===== config.mk =====
export PLATFORM = sky130hd
export DESIGN_NAME = bridge_split_odd
export DESIGN_NICKNAME = d
export VERILOG_FILES = /design/src/rtl/bridge_split_odd.sv
export SDC_FILE = /design/constraint.sdc
export NUM_CORES = 1
export LEC_CHECK = 0
export BUFFER_PORTS_ARGS = -buffer_cell sky130_fd_sc_hd__buf_2
export CORE_MARGIN = 5
export CORE_UTILIZATION = 30
export DETAILED_ROUTE_END_ITERATION = 10
export PLACE_DENSITY_LB_ADDON = 0.2
export SYNTH_ARGS = -nofsm -noshare
export SYNTH_HDL_FRONTEND = slang
export SYNTH_SLANG_ARGS = --single-unit

===== constraint.sdc =====
create_clock -name clk -period 12.8 [get_ports clk]
set_input_delay 2.56 -clock clk [delete_from_list [all_inputs] [get_ports clk]]
set_output_delay 2.56 -clock clk [all_outputs]
set_load 0.05 [all_outputs]

===== src/rtl/bridge_split_odd.sv =====
// Width-down bridge: wide beats of DIN_W lanes in, narrow beats of DOUT_W out.
// Residual lanes carry across input beats; the packet tail leaves zero-padded.
module bridge_split_odd #(
   parameter int DIN_W     = 32,
   parameter int DOUT_W    = 3,
   parameter int DATA_W    = 8,
   parameter int REG_W     = DIN_W + DOUT_W,
   parameter int CNT_WIDTH = $clog2(REG_W + 1),
   parameter int KEEP_W    = $clog2(DOUT_W + 1)
) (
   input  logic                           clk,
   input  logic                           a_rst,
   input  logic                           vld_i,
   input  logic [DIN_W-1:0][DATA_W-1:0]   din,
   input  logic                           last_i,
   output logic                           rdy_o,
   output logic                           vld_o,
   output logic [DOUT_W-1:0][DATA_W-1:0]  dout,
   output logic [KEEP_W-1:0]              cnt_o,
   output logic                           last_o,
   input  logic                           rdy_i
);

   localparam int RB = REG_W * DATA_W;
   localparam logic [CNT_WIDTH-1:0] OUT_N = CNT_WIDTH'(DOUT_W);
   localparam logic [CNT_WIDTH-1:0] IN_N  = CNT_WIDTH'(DIN_W);

   typedef enum logic [1:0] {
      IDLE,
      NEED,
      DRAIN,
      TAIL
   } state_e;

   state_e               state_q, state_d;
   logic [RB-1:0]        reg_q, reg_d;
   logic [CNT_WIDTH-1:0] cnt_q, cnt_d;
   logic                 last_q, last_d;

   logic [CNT_WIDTH-1:0] take, pop, rem;
   logic [RB-1:0]        din_ext;
   logic                 out_fire, in_fire;
   int                   pop_sh, rem_sh;

   // Occupancy, lane store, tail flag and derived state register
   always_ff @(posedge clk or posedge a_rst) begin
      if (a_rst) begin
         state_q <= IDLE;
         reg_q   <= '0;
         cnt_q   <= '0;
         last_q  <= 1'b0;
      end else begin
         state_q <= state_d;
         reg_q   <= reg_d;
         cnt_q   <= cnt_d;
         last_q  <= last_d;
      end
   end

   // Handshakes, outputs and next state; pop is applied before the append
   always_comb begin
      take     = (cnt_q < OUT_N) ? cnt_q : OUT_N;
      din_ext  = RB'(din);
      vld_o    = (state_q == DRAIN) ||
                 ((state_q == TAIL) && (cnt_q != '0));
      last_o   = vld_o && (state_q == TAIL) && (cnt_q <= OUT_N);
      cnt_o    = vld_o ? KEEP_W'(take) : '0;
      dout     = reg_q[DOUT_W*DATA_W-1:0];
      out_fire = vld_o && rdy_i;
      pop      = out_fire ? take : '0;
      rem      = cnt_q - pop;
      rdy_o    = (state_q != TAIL) && (rem < OUT_N);
      in_fire  = vld_i && rdy_o;
      pop_sh   = int'(pop) * DATA_W;
      rem_sh   = int'(rem) * DATA_W;

      reg_d = reg_q >> pop_sh;
      if (in_fire) begin
         reg_d = reg_d | (din_ext << rem_sh);
      end
      cnt_d = rem + (in_fire ? IN_N : '0);

      last_d = last_q;
      if (in_fire && last_i) begin
         last_d = 1'b1;
      end
      if (out_fire && last_o) begin
         last_d = 1'b0;
      end

      if (last_d) begin
         state_d = TAIL;
      end else if (cnt_d == '0) begin
         state_d = IDLE;
      end else if (cnt_d < OUT_N) begin
         state_d = NEED;
      end else begin
         state_d = DRAIN;
      end
   end

endmodule


==> run metrics, run 1 <==
outcome=completed; simple-gate portion of the synthesized area=0.163; xor/xnor cell area share of the yosys netlist=0.000716; CTS Sinks=289; compound-gate portion of the synthesized area=0.159; final hold violation count=0; Max-Cap Viols=0; post-CTS setup buffer count=0; NetSw=4.93 mW; final instance area=27600 um2; Post-synth ARST share=1.00; Post-Place Cell Area=26200 um2; total power=9.88 mW; vias in the first global route=22400; dominant synthesized flop cell=dfrtp_1; Post-Synth Adder-Cell Area=0.00338; total gr overflow=0; CTS tree=built; Num CTS Buffers=40; share of power burned in registers=0.167; worst-path fanout max=89; port bufs=289; Synth top cells by count=nand2_1 (597), mux2i_1 (334), dfrtp_1 (289); Setup crit start kind=primary input; top cells by area, synth=dfrtp_1 (30%), mux4_2 (17%), mux2i_1 (14%); CTS H-Tree Depth=2; Final nets=2957; pwr dens=358 nW/um2; Clock Tree Root=clkbuf_16; clock power share=0.120; clock buffer depth=3; post-DP HPWL=71100 um; synth unique cells=53; setup repair after global routing missed its margin=false; RD Place Congestion=0.876; CTS resizes=0; number of synthesized register bits=289; area grow syn2layout=13.1%; vias post-DR=22900; die area=87300 um2; ratio of cells with drive above 1 in the final layout=0.232; worst endpoint required time=10.24 ns; Avg Inst Size Synth=9.41 um2; Ports=290; largest net degree at the start of global routing=174; # rows=104; antenna violations before repair=16; height of the chip=295 um; Setup TNS=0 ns; largest family of logic cells by synthesized area=multiplexers; Max-Slew Margin vs Limit=0.191; fmax=108 MHz; sequential share of the synthesized area=0.296; worst min path class=flop to flop; Setup Skew=0.0111 ns; most frequent cell after synthesis=nand2_1; Tightest Pin Transition=1.21 ns; crit path DAT=6.68 ns; chip width=295 um; Yosys top cell by area=dfrtp_1; WS Path Type=primary input to primary output; Setup violations, final=0; crit end category=primary output; count of flip-flops with a built-in enable after synthesis=0; Pre-antenna DRT Iters=7; Mapped Area=24400 um2; Post-Syn Instances=2597; Period minus WS final=9.24 ns; Comb power frac=0.713; Residual DRC=0; fin crit share=0.722; Synth warnings=0; post-synthesis mux area share=0.321; WL per Instance=27.0 um; peak supply drop=282 uV; routed wire length=102000 um; Fill cells=8318; Pleak=12.3 nW; initial DRC count=2816; first-pass GRT wire length=151000 um; Switching Fraction=0.499; Routed Antenna Nets=0; Global Route Usage Sum=0.225; Yosys top cell area share=0.296; Core Region=80700 um2; cts hold-fix bufs=0; Skew-Pair Late Insertion Delay=0.57 ns; internal power=4.95 mW; Max Transition Viols Final=0; post-DR vias/cell=6.03; Initial Util=0.303; Clk pin slew, worst setup/hold paths=0.05 ns
## flip-flops by register name, summed over array words and instances, names as in the netlist
name and flops:
cnt_q 6, last_q 1, reg_q 280, state_q 2
## logic make-up (layout without fill, tap and decap cells)
family | Yosys count | after routing
flip-flops | 289 | 289
other | 1 | 19
multiplexers | 546 | 546
AND/OR/NAND/NOR | 944 | 944
AO/OA/AOI/OAI | 528 | 528
adder cells (fa/ha/maj) | 6 | 6
buffers and inverters | 281 | 399
XOR/XNOR | 2 | 2
## path summary, 6_finish.rpt
check / start / end / slack, ns / cells past startpoint
max in group asynchronous: a_rst / reg_q[116] / 8.44 / 4
min reg2reg: last_q / last_q / 0.51 / 2
max: rdy_i / rdy_o / 3.56 / 12
min: last_q / last_q / 0.51 / 2
min in group asynchronous: a_rst / reg_q[194] / 2.08 / 2
max reg2reg: cnt_q[5] / reg_q[214] / 6.36 / 13
## critical path, cell delays in order
cell,delay (ns)
buf_2,0.15
nand2_4,0.36
inv_6,0.69
ha_4,0.24
inv_1,0.06
fa_4,0.50
xnor2_2,0.17
buf_4,0.63
o21ai_0,0.25
or4_4,0.51
nor2_1,0.16
buf_2,0.28
## final cells by class
type                       count  area (um2)  share of cell area
clock buffer                  61        1240              0.0449
timing repair buffer         321        1720              0.0624
tap                         1060        1330              0.0480
antenna                       16        40.0             0.00145
inverter                       9        66.3             0.00240
multi-input combinational   2029       15900               0.575
sequential                   289        7230               0.262
clock inverter                 8         115             0.00416
## through the flow
stage / hold slack [ns] / utilization / setup slack (ns) / instances
after floorplan: 0.461 / - / 2.26 / 2599
after global placement: 0.494 / 0.325 / 3.51 / 3708
after detailed placement: 0.496 / 0.325 / 3.51 / 3708
after CTS: 0.509 / 0.342 / 3.47 / 3777
after global routing: 0.544 / 0.342 / 3.28 / 3781
final: 0.506 / 0.343 / 3.56 / 3793
## layer usage
metal / share of wire / global-route usage
met1: 0.45 / 0.340
met2: 0.42 / 0.318
met3: 0.11 / 0.0682
met4: 0.022 / 0.0488
met5: 0.00017 / 0
## power by group through the flow
stage	clock network [mW]	registers [mW]	logic, mW
2_1_floorplan	0	1.51	5.43
3_3_place_gp	0	1.64	6.91
3_5_place_dp	0	1.64	6.96
4_1_cts	1.21	1.64	6.99
5_1_grt	1.24	1.69	7.56
6_report	1.19	1.65	7.05
## cell usage in the layout, fill, tap and decap left out, types with 42 or more instances in the layout
cell,netlist,layout
a21oi_1,109,109
buf_2,95,289
dfrtp_1,289,289
o221ai_1,50,50
o2bb2ai_1,137,137
o21ai_0,42,42
mux2i_1,334,334
a211oi_1,52,52
nand3_1,203,203
nand2_1,597,596
mux4_2,188,188
nor2_1,70,68
Note: power is estimated with default switching activity, not from simulation.
==> run 2: changes to the inputs <==
Settings changed: ABC_AREA from default to 1.
Clock period 12.8 ns to 8.1 ns, I/O delays scaled along.
==> run 2 against run 1 <==
Clock skew up 0.0070 ns. Critical path depth rose by 2. Die area rose by 17%. Sequential share of layout area decreased by 3.5 points. Synthesized cell count up 96%. Worst setup slack got worse by 2.2 ns. Hold slack improved by 0.020 ns. Register-to-register slack lost 4.0 ns. Critical path type unchanged. Critical endpoint unchanged. Highest routed layer unchanged.
==> run metrics, run 2 <==
CTS tree=built; chip width=320 um (+8.3%); Yosys top cell area share=0.268 (-0.0277); Fill cells=11000 (+32%); setup repair after global routing missed its margin=false; Max Transition Viols Final=0 (unchanged); Global Route Usage Sum=0.266 (+0.0411); Ports=290 (unchanged); worst min path class=flop to flop; vias post-DR=34600 (+52%); CTS resizes=0 (unchanged); worst endpoint required time=6.48 ns (-3.76 ns); Max-Cap Viols=0 (unchanged); sequential share of the synthesized area=0.251 (-0.0449); Setup Skew=0.0180 ns (+0.00697 ns); Post-Syn Instances=5099 (+96%); total gr overflow=0 (unchanged); Setup crit start kind=primary input; most frequent cell after synthesis=nand2_1; Residual DRC=0 (unchanged); cts hold-fix bufs=0 (unchanged); Worst Setup SP=rdy_i; Avg Inst Size Synth=5.65 um2 (-40%); routed wire length=143000 um (+39%); worst r2r dst=reg_q[242]; worst hold stages=2 (unchanged); Final nets=5327 (+80%); WL per Instance=22.4 um (-17%); Core Region=95200 um2 (+18%); Mapped Area=28800 um2 (+18%); Clock Tree Root=clkbuf_16; crit path DAT=5.11 ns (-1.57 ns); commonest cells after routing, fill and taps aside=nand2_1 (2055), nand3_1 (893), o21ai_0 (486); largest reg by FF count=reg_q; max incr delay on CP=0.92 ns (+0.23 ns); Post-synth ARST share=1.00 (unchanged); Max-Slew Margin vs Limit=0.107 (-0.0839); Period minus WS final=6.73 ns; R2R cell count=17 (+4); worst-path fanout max=108 (+21%); # rows=113 (+8.7%); Reg2Reg Launch Point=cnt_q[4]; port bufs=289 (unchanged); ratio of cells with drive above 1 in the final layout=0.0917 (-0.140); post-CTS setup buffer count=0 (unchanged); CTS H-Tree Depth=2 (unchanged); slowest cell on the critical path=fa_4; height of the chip=320 um (+8.3%); Tightest Pin Transition=1.33 ns (+0.125 ns); Largest regs=reg_q: 280 flops, cnt_q: 6 flops, state_q: 2 flops; vias in the first global route=31400 (+40%); number of synthesized register bits=289 (unchanged); Critical Path Sink=rdy_o; Num CTS Buffers=41 (+2.5%); synth unique cells=36 (-32%); initial DRC count=4148 (+47%); Clk pin slew, worst setup/hold paths=0.06 ns (about the same); first-pass GRT wire length=209000 um (+38%); Reg2Reg Setup Slack=2.37 ns (-3.99 ns); max FFs per register=280 (unchanged); clock buffer depth=3 (unchanged); antenna violations before repair=13 (-3); Synth warnings=0 (unchanged); count of flip-flops with a built-in enable after synthesis=0 (unchanged); critical path, cell by cell=buf_2 -> nand3_4 -> inv_8 -> ha_4 -> inv_1 -> fa_4 -> inv_8 -> nor2_1 -> nor2_1 -> nand3_1 -> nor2_4 -> nand2_1 -> inv_1 -> buf_2; Setup violations, final=0 (unchanged); dominant synthesized flop cell=dfrtp_1; Skew-Pair Late Insertion Delay=0.59 ns (+0.02 ns); top cells by area, synth=nand2_1 (27%), dfrtp_1 (25%), nand3_1 (16%); final hold violation count=0 (unchanged); area grow syn2layout=10.8%; post-DR vias/cell=5.44 (-9.7%); CTS Sinks=289 (unchanged); Synth top cells by count=nand2_1 (2059), nand3_1 (894), o21ai_0 (486); Initial Util=0.303 (about the same); post-DP HPWL=106000 um (+49%); RD Place Congestion=0.944 (+7.8%); die area=102000 um2 (+17%); crit end category=primary output; Routed Antenna Nets=0 (unchanged); fmax=149 MHz; WS Path Type=primary input to primary output; Pre-antenna DRT Iters=9 (+2); fin crit share=0.831; largest net degree at the start of global routing=192 (+10%); Setup TNS=0 ns (unchanged); outcome=completed; commonest non-fill, non-tap cell in the layout=nand2_1; Yosys top cell by area=nand2_1
==> run 2: critical path: cells and delay by family <==
family | cells | cell delay (ns)
simple gates | 6 | 0.81
fa+ha+maj | 2 | 1.12
buf+inv | 6 | 1.45
==> run 2: area by class of cell <==
class / instances / area, um2 / area share
Clock inverter: 12 / 239 / 0.00749
Inverter: 301 / 1170 / 0.0365
Clock buffer: 62 / 1250 / 0.0390
Timing Repair Buffer: 338 / 1910 / 0.0600
Sequential cell: 289 / 7230 / 0.227
Antenna cell: 6 / 15.0 / 0.000470
Tap cell: 1265 / 1580 / 0.0496
Multi-Input combinational cell: 4089 / 18500 / 0.580
==> run 2: how the worst min path moves through the flow <==
stage                from    endpoint
3_5_place_dp   reg_q[275]  reg_q[275]
6_report       reg_q[278]  reg_q[278]
4_1_cts        reg_q[278]  reg_q[278]
5_1_grt        reg_q[277]  reg_q[277]
2_1_floorplan  reg_q[272]  reg_q[272]
3_3_place_gp   reg_q[273]  reg_q[273]
==> run 2: metrics by stage <==
step,util,cell area (um2),hold WS (ns),setup WS (ns),cells
detailed placement,0.320,30400,0.511,1.39,6282
global route,0.335,31900,0.550,1.16,6359
finish,0.336,31900,0.527,1.37,6362
CTS,0.335,31900,0.524,1.38,6356
floorplan,-,28800,0.490,2.55,5101
global placement,0.320,30400,0.510,1.40,6282
==> run 2: cells by family after synthesis <==
logic type                 share of synthesized area
and+or+nand+nor                                0.465
DFF                                            0.251
buffers and inverters                          0.109
AOI/OAI and AO/OA                              0.158
other                                       0.000130
adders and majority gates                    0.00286
muxes                                         0.0139
==> run 2: per-layer routing <==
metal | up-vias | routed length [um] | track usage
met4 | 2 | 6500 | 0.101
met5 | - | 12 | 0
met3 | 220 | 13700 | 0.0613
met1 | 16200 | 63500 | 0.382
met2 | 1594 | 59000 | 0.389
li1 | 16600 | - | -
Power of run 2 is not shown: default switching activity piles up to over one toggle a cycle in this logic, so the estimate is an artifact.
